==> src/rtl/pf_read_sequencer_if.sv <==
// pf_read_sequencer_if: handshake bundle between event builder, readout sequencer and read FSM
interface pf_read_sequencer_if #(parameter int CNT_W = 12);
  logic START, ECC, DECODE, EMPTY, DRDY, PF_RD, DAV, BUSY, DONE, ERR;
  logic [CNT_W-1:0] NWORDS, REM;
  modport master(output START, NWORDS, ECC, DECODE, EMPTY, DRDY, input PF_RD, DAV, BUSY, DONE, ERR, REM);
  modport slave(input START, NWORDS, ECC, DECODE, EMPTY, DRDY, output PF_RD, DAV, BUSY, DONE, ERR, REM);
endinterface

==> src/rtl/pf_read_sequencer.sv <==
// pf_read_sequencer: drains one event from the pre-FIFO read FSM, keeping raw-ECC word phase aligned
module pf_read_sequencer #(
  parameter int CNT_W = 12,
  parameter int TMO_CYC = 1023
) (
  input logic CLK,
  input logic RST,
  pf_read_sequencer_if.slave bus
);
  localparam int TW = $clog2(TMO_CYC + 1);
  typedef enum logic [1:0] {IDLE, RUN, PAD, FIN} state_t;
  state_t state, state_nx;
  logic [CNT_W-1:0] rem;
  logic [TW-1:0] tmo;
  logic [1:0] phase, phase_inc;
  logic raw_r, err, avail, dav, wait_e, tmo_hit, accept;
  assign accept = state == IDLE && bus.START;
  assign phase_inc = phase == 2'd2 ? 2'd0 : phase + 2'd1;
  // phases 1 and 2 consume an entry already popped, so only phase 0 depends on EMPTY
  assign avail = phase != 2'd0 || !bus.EMPTY;
  assign dav = state == RUN && bus.DRDY && avail;
  assign wait_e = state == RUN && bus.DRDY && bus.EMPTY && phase == 2'd0;
  assign tmo_hit = wait_e && tmo == TW'(TMO_CYC - 1);
  assign bus.DAV = dav;
  assign bus.PF_RD = dav || state == PAD;
  assign bus.BUSY = state == RUN || state == PAD;
  assign bus.DONE = state == FIN;
  assign bus.ERR = err;
  assign bus.REM = rem;
  always_comb begin
    state_nx = state;
    case (state)
      IDLE: state_nx = bus.START ? (bus.NWORDS == '0 ? FIN : RUN) : IDLE;
      RUN: state_nx = (dav && rem == CNT_W'(1)) ? ((raw_r && phase_inc != 2'd0) ? PAD : FIN) : (tmo_hit ? FIN : RUN);
      PAD: state_nx = phase_inc == 2'd0 ? FIN : PAD;
      default: state_nx = IDLE;
    endcase
  end
  always_ff @(posedge CLK or posedge RST) begin
    if (RST) begin
      state <= IDLE;
      rem <= '0;
      tmo <= '0;
      phase <= 2'd0;
      raw_r <= 1'b0;
      err <= 1'b0;
    end else begin
      state <= state_nx;
      if (accept) begin
        rem <= bus.NWORDS;
        raw_r <= bus.ECC && !bus.DECODE;
        phase <= 2'd0;
        tmo <= '0;
        err <= 1'b0;
      end else if (dav) begin
        rem <= rem - CNT_W'(1);
        tmo <= '0;
        phase <= raw_r ? phase_inc : phase;
      end else if (state == PAD) begin
        phase <= phase_inc;
      end else if (tmo_hit) begin
        err <= 1'b1;
      end else if (wait_e) begin
        tmo <= tmo + TW'(1);
      end
    end
  end
endmodule

==> src/flat_wrapper.sv <==
// flat-port wrapper written by rule: the top's interface ports become plain ports
module pf_read_sequencer_flat 
#(
  parameter int CNT_W = 12,
  parameter int TMO_CYC = 1023
)
  (CLK, RST, bus_START, bus_NWORDS, bus_ECC, bus_DECODE, bus_EMPTY, bus_DRDY, bus_PF_RD, bus_DAV, bus_BUSY, bus_DONE, bus_ERR, bus_REM);
  pf_read_sequencer_if #(.CNT_W(CNT_W)) bus_i ();
  input logic CLK;
  input logic RST;
  input wire logic [$bits(bus_i.START)-1:0] bus_START;
  input wire logic [$bits(bus_i.NWORDS)-1:0] bus_NWORDS;
  input wire logic [$bits(bus_i.ECC)-1:0] bus_ECC;
  input wire logic [$bits(bus_i.DECODE)-1:0] bus_DECODE;
  input wire logic [$bits(bus_i.EMPTY)-1:0] bus_EMPTY;
  input wire logic [$bits(bus_i.DRDY)-1:0] bus_DRDY;
  output wire logic [$bits(bus_i.PF_RD)-1:0] bus_PF_RD;
  output wire logic [$bits(bus_i.DAV)-1:0] bus_DAV;
  output wire logic [$bits(bus_i.BUSY)-1:0] bus_BUSY;
  output wire logic [$bits(bus_i.DONE)-1:0] bus_DONE;
  output wire logic [$bits(bus_i.ERR)-1:0] bus_ERR;
  output wire logic [$bits(bus_i.REM)-1:0] bus_REM;
  assign bus_i.START = bus_START;
  assign bus_i.NWORDS = bus_NWORDS;
  assign bus_i.ECC = bus_ECC;
  assign bus_i.DECODE = bus_DECODE;
  assign bus_i.EMPTY = bus_EMPTY;
  assign bus_i.DRDY = bus_DRDY;
  assign bus_PF_RD = bus_i.PF_RD;
  assign bus_DAV = bus_i.DAV;
  assign bus_BUSY = bus_i.BUSY;
  assign bus_DONE = bus_i.DONE;
  assign bus_ERR = bus_i.ERR;
  assign bus_REM = bus_i.REM;
  pf_read_sequencer #(.CNT_W(CNT_W), .TMO_CYC(TMO_CYC)) u_core (.CLK(CLK), .RST(RST), .bus(bus_i));
endmodule
==> config.mk <==
export PLATFORM = sky130hd
export DESIGN_NAME = pf_read_sequencer_flat
export DESIGN_NICKNAME = d
export VERILOG_FILES = /design/src/rtl/pf_read_sequencer_if.sv /design/src/rtl/pf_read_sequencer.sv /design/src/flat_wrapper.sv
export SDC_FILE = /design/constraint.sdc
export NUM_CORES = 1
export LEC_CHECK = 0
export ABC_AREA = 1
export CORE_ASPECT_RATIO = 0.9
export CORE_UTILIZATION = 25
export CTS_CLUSTER_SIZE = 20
export DETAILED_ROUTE_END_ITERATION = 10
export SLEW_MARGIN = 0
export SYNTH_ARGS = -nofsm -noshare
export SYNTH_HDL_FRONTEND = slang
export SYNTH_SLANG_ARGS = --single-unit
==> constraint.sdc <==
create_clock -name CLK -period 1.7 [get_ports CLK]
set_input_delay 0.17 -clock CLK [delete_from_list [all_inputs] [get_ports CLK]]
set_output_delay 0.17 -clock CLK [all_outputs]
set_load 0.01 [all_outputs]
==> reports/results.ini <==
[floorplanning]
fp.dieH_um = 86.9
initial_core_util = 0.262
die_area_mm2 = 0.00838
fp-row-count = 30
die_w_um = 96.4
core_mm2 = 0.00766
pin_count = 36

[worst_setup_path]
critical_path.max_stage_delay_ns = 0.40
crit_path_end_kind = register
worstPathRequired_ns = 1.88
crit_cells = 12
r2r_cells = 12
crit_chain = inv_2, ha_4, nand2_2, inv_2, buf_4, nand2_1, nor2_4, nand2_4, nand2_8, nand2_8, nand2_1, o21ai_2
worst-path-buf-inv = 3
path_max_fanout = 10
critPathTopFamily = simple AND/OR/NAND/NOR gates
arrival_ns = 1.78
crit_slowest_cell = dfrtp_1
critical_path.startpoint_type = register
path_class = reg -> reg

[sta]
post-route-period-util = 0.941
tightestPinTransition_ns = 0.386
setup_slack_ns = 0.100
timing.final.hold_violations = 0
holdWs_ns = 0.257
finalMaxSlewViolations = 0
worst_clock_skew_ns = 0.00184
tns_ns = 0
setup-violations-final = 0
layout_min_cycle_time_ns = 1.60
maxSlewHeadroom = 0.743
fmax_mhz = 625

[yosys]
yosysWarnings = 0
synth.net_count = 305
yosysTopAreaCellShare = 0.350
synth_top_area_cell = dfrtp_1
synth_area_mm2 = 0.00200
synth_edf_count = 0
syn_area_per_cell_um2 = 7.21
synth_cells = 278
synth_top_flop_cell = dfrtp_1
async_reset_ff_frac = 1.00
synth.area.top_cells = dfrtp_1 35%, nand2_1 16%, nand3_1 7.0%, nor2_1 6.9%, inv_1 5.4%
synth_seq_area_share = 0.350
synth-seq-cells = 28
synth_cell_types = 31

[routing]
wire_per_inst_um = 11.9
wl_um = 5080
drt_pass1_iterations = 4
drt-initial-drc-count = 107
vias = 1912
via_per_inst = 4.47
final_antenna_net_count = 0
remaining_drc_errors = 0

[pwr]
ir_drop_uv = 689
power_density_mw_per_mm2 = 1310
power.leakage_nw = 1.30

[cells_and_area]
nets = 360
syn2layout_area_growth_pct = 34.0
fin_util = 0.351
drive_gt1_frac = 0.157
diodes = 0

[grt]
grtUsageTotal = 0.127
grt_pass1_wl_um = 8290
overflow = 0
antenna_found_initial = 0
grt_max_degree = 29
grt_pass1_vias = 1727

[cts]
root_buffer = clkbuf_8
cts.path.max_buffers = 2
cts_tree = done
cts.clk_slew.worst_paths_ns = 0.11
post-cts-setup-buffer-count = 0
cts.sink_count = 28
cts_max_level = 1
cts_buffers = 3
insertion_delay_ns = 0.28

[job]
cap_violations = 0

[worst_hold_path]
min_path_type = in -> async

[place]
dp_slack_ns = 0.00354
routabilityCongestion = 0.831
port_buffers = 35
dp_hpwl_um = 3900

[run_status]
status = finished, final reports clean

tightest hold or removal path, delay by kind of cell:
family / cells / cell delay [ns]
buffers and inverters: 3 / 0.79
final timing paths:
| kind | from | end | slack, ns |
|---|---|---|---|
| worst min-delay path | RST | u_core.tmo[7] | 0.26 |
| worst max-delay path | u_core.state[1] | u_core.tmo[4] | 0.10 |
| worst max register to register | u_core.state[1] | u_core.tmo[4] | 0.10 |
| max in group asynchronous | RST | u_core.bus.REM[1] | 1.16 |
| min in group CLK | bus_NWORDS[10] | u_core.bus.REM[10] | 0.49 |
| worst min register to register | u_core.bus.ERR | u_core.bus.ERR | 0.52 |
through the flow:
| step | instances | instance area, um2 | total power [mW] |
|---|---|---|---|
| floorplan | 278 | 2000 | 2.23 |
| global placement | 424 | 2590 | 2.96 |
| detailed placement | 424 | 2590 | 2.98 |
| CTS | 428 | 2670 | 3.54 |
| global route | 428 | 2690 | 3.81 |
| finish | 428 | 2690 | 3.51 |
registers in the layout, indices dropped and copies added (netlist names):
register        count
u_core.bus.ERR      1
u_core.bus.REM     12
u_core.phase        2
u_core.raw_r        1
u_core.state        2
u_core.tmo         10
routing by layer:
layer | global-route usage | wire length, um | vias to the layer above
li1 | - | - | 997
met1 | 0.175 | 2450 | 868
met2 | 0.211 | 2380 | 43
met3 | 0.0183 | 222 | 4
met4 | 0.0281 | 34 | 0
met5 | 0 | 0 | -
cells by family after synthesis:
kind of cell               Yosys count  share of synthesized area
AOI/OAI and AO/OA                   25                     0.0874
xor gates and xnor gates             7                     0.0306
adders and majority gates            8                     0.0500
buffers and inverters               36                     0.0700
DFF                                 28                      0.350
and+or+nand+nor                    174                      0.412
cell usage in the layout, fill, tap and decap left out, drive strengths merged, types with 8 or more instances in the layout:
cell type / instances
nand2: 92
nor2: 41
inv: 33
clkdlybuf4s50: 31
nand3: 29
dfrtp: 28
buf: 19
o21ai: 11
nor3: 8
ha: 8
Yosys cell counts, types with 3 or more instances:
cell type and count:
inv_1 29, dfrtp_1 28, nor3_1 8, nor2_1 37, inv_2 3, o21ai_1 4
xor2_1 4, a21oi_1 3, nand2_8 3, ha_1 8, nor2_4 3, o211ai_1 4
nand3_1 28, nand2_4 4, xnor2_1 3, nand4_1 3, o21ai_0 4, nand2_1 83
cell type report:
cell class | instances | area, um2
clock buffer | 3 | 41.3
timing repair buffer | 53 | 483
fill | 844 | 4970
multi-input combinational | 214 | 1180
tap | 96 | 120
clock inverter | 1 | 30.0
sequential | 28 | 701
inverter | 33 | 126
what timing repair did:
item	in CTS	in global routing
resized for setup	8	7
pin swaps	0	1
setup endpoints to repair	3	16
hold buffers	0	0
power breakdown:
part	internal [mW]	switching, mW	total (mW)
Clock	0.316	0.230	0.546
Combinational	0.826	0.989	1.81
Sequential	0.876	0.279	1.15
Power figures use the tool's default switching activity.
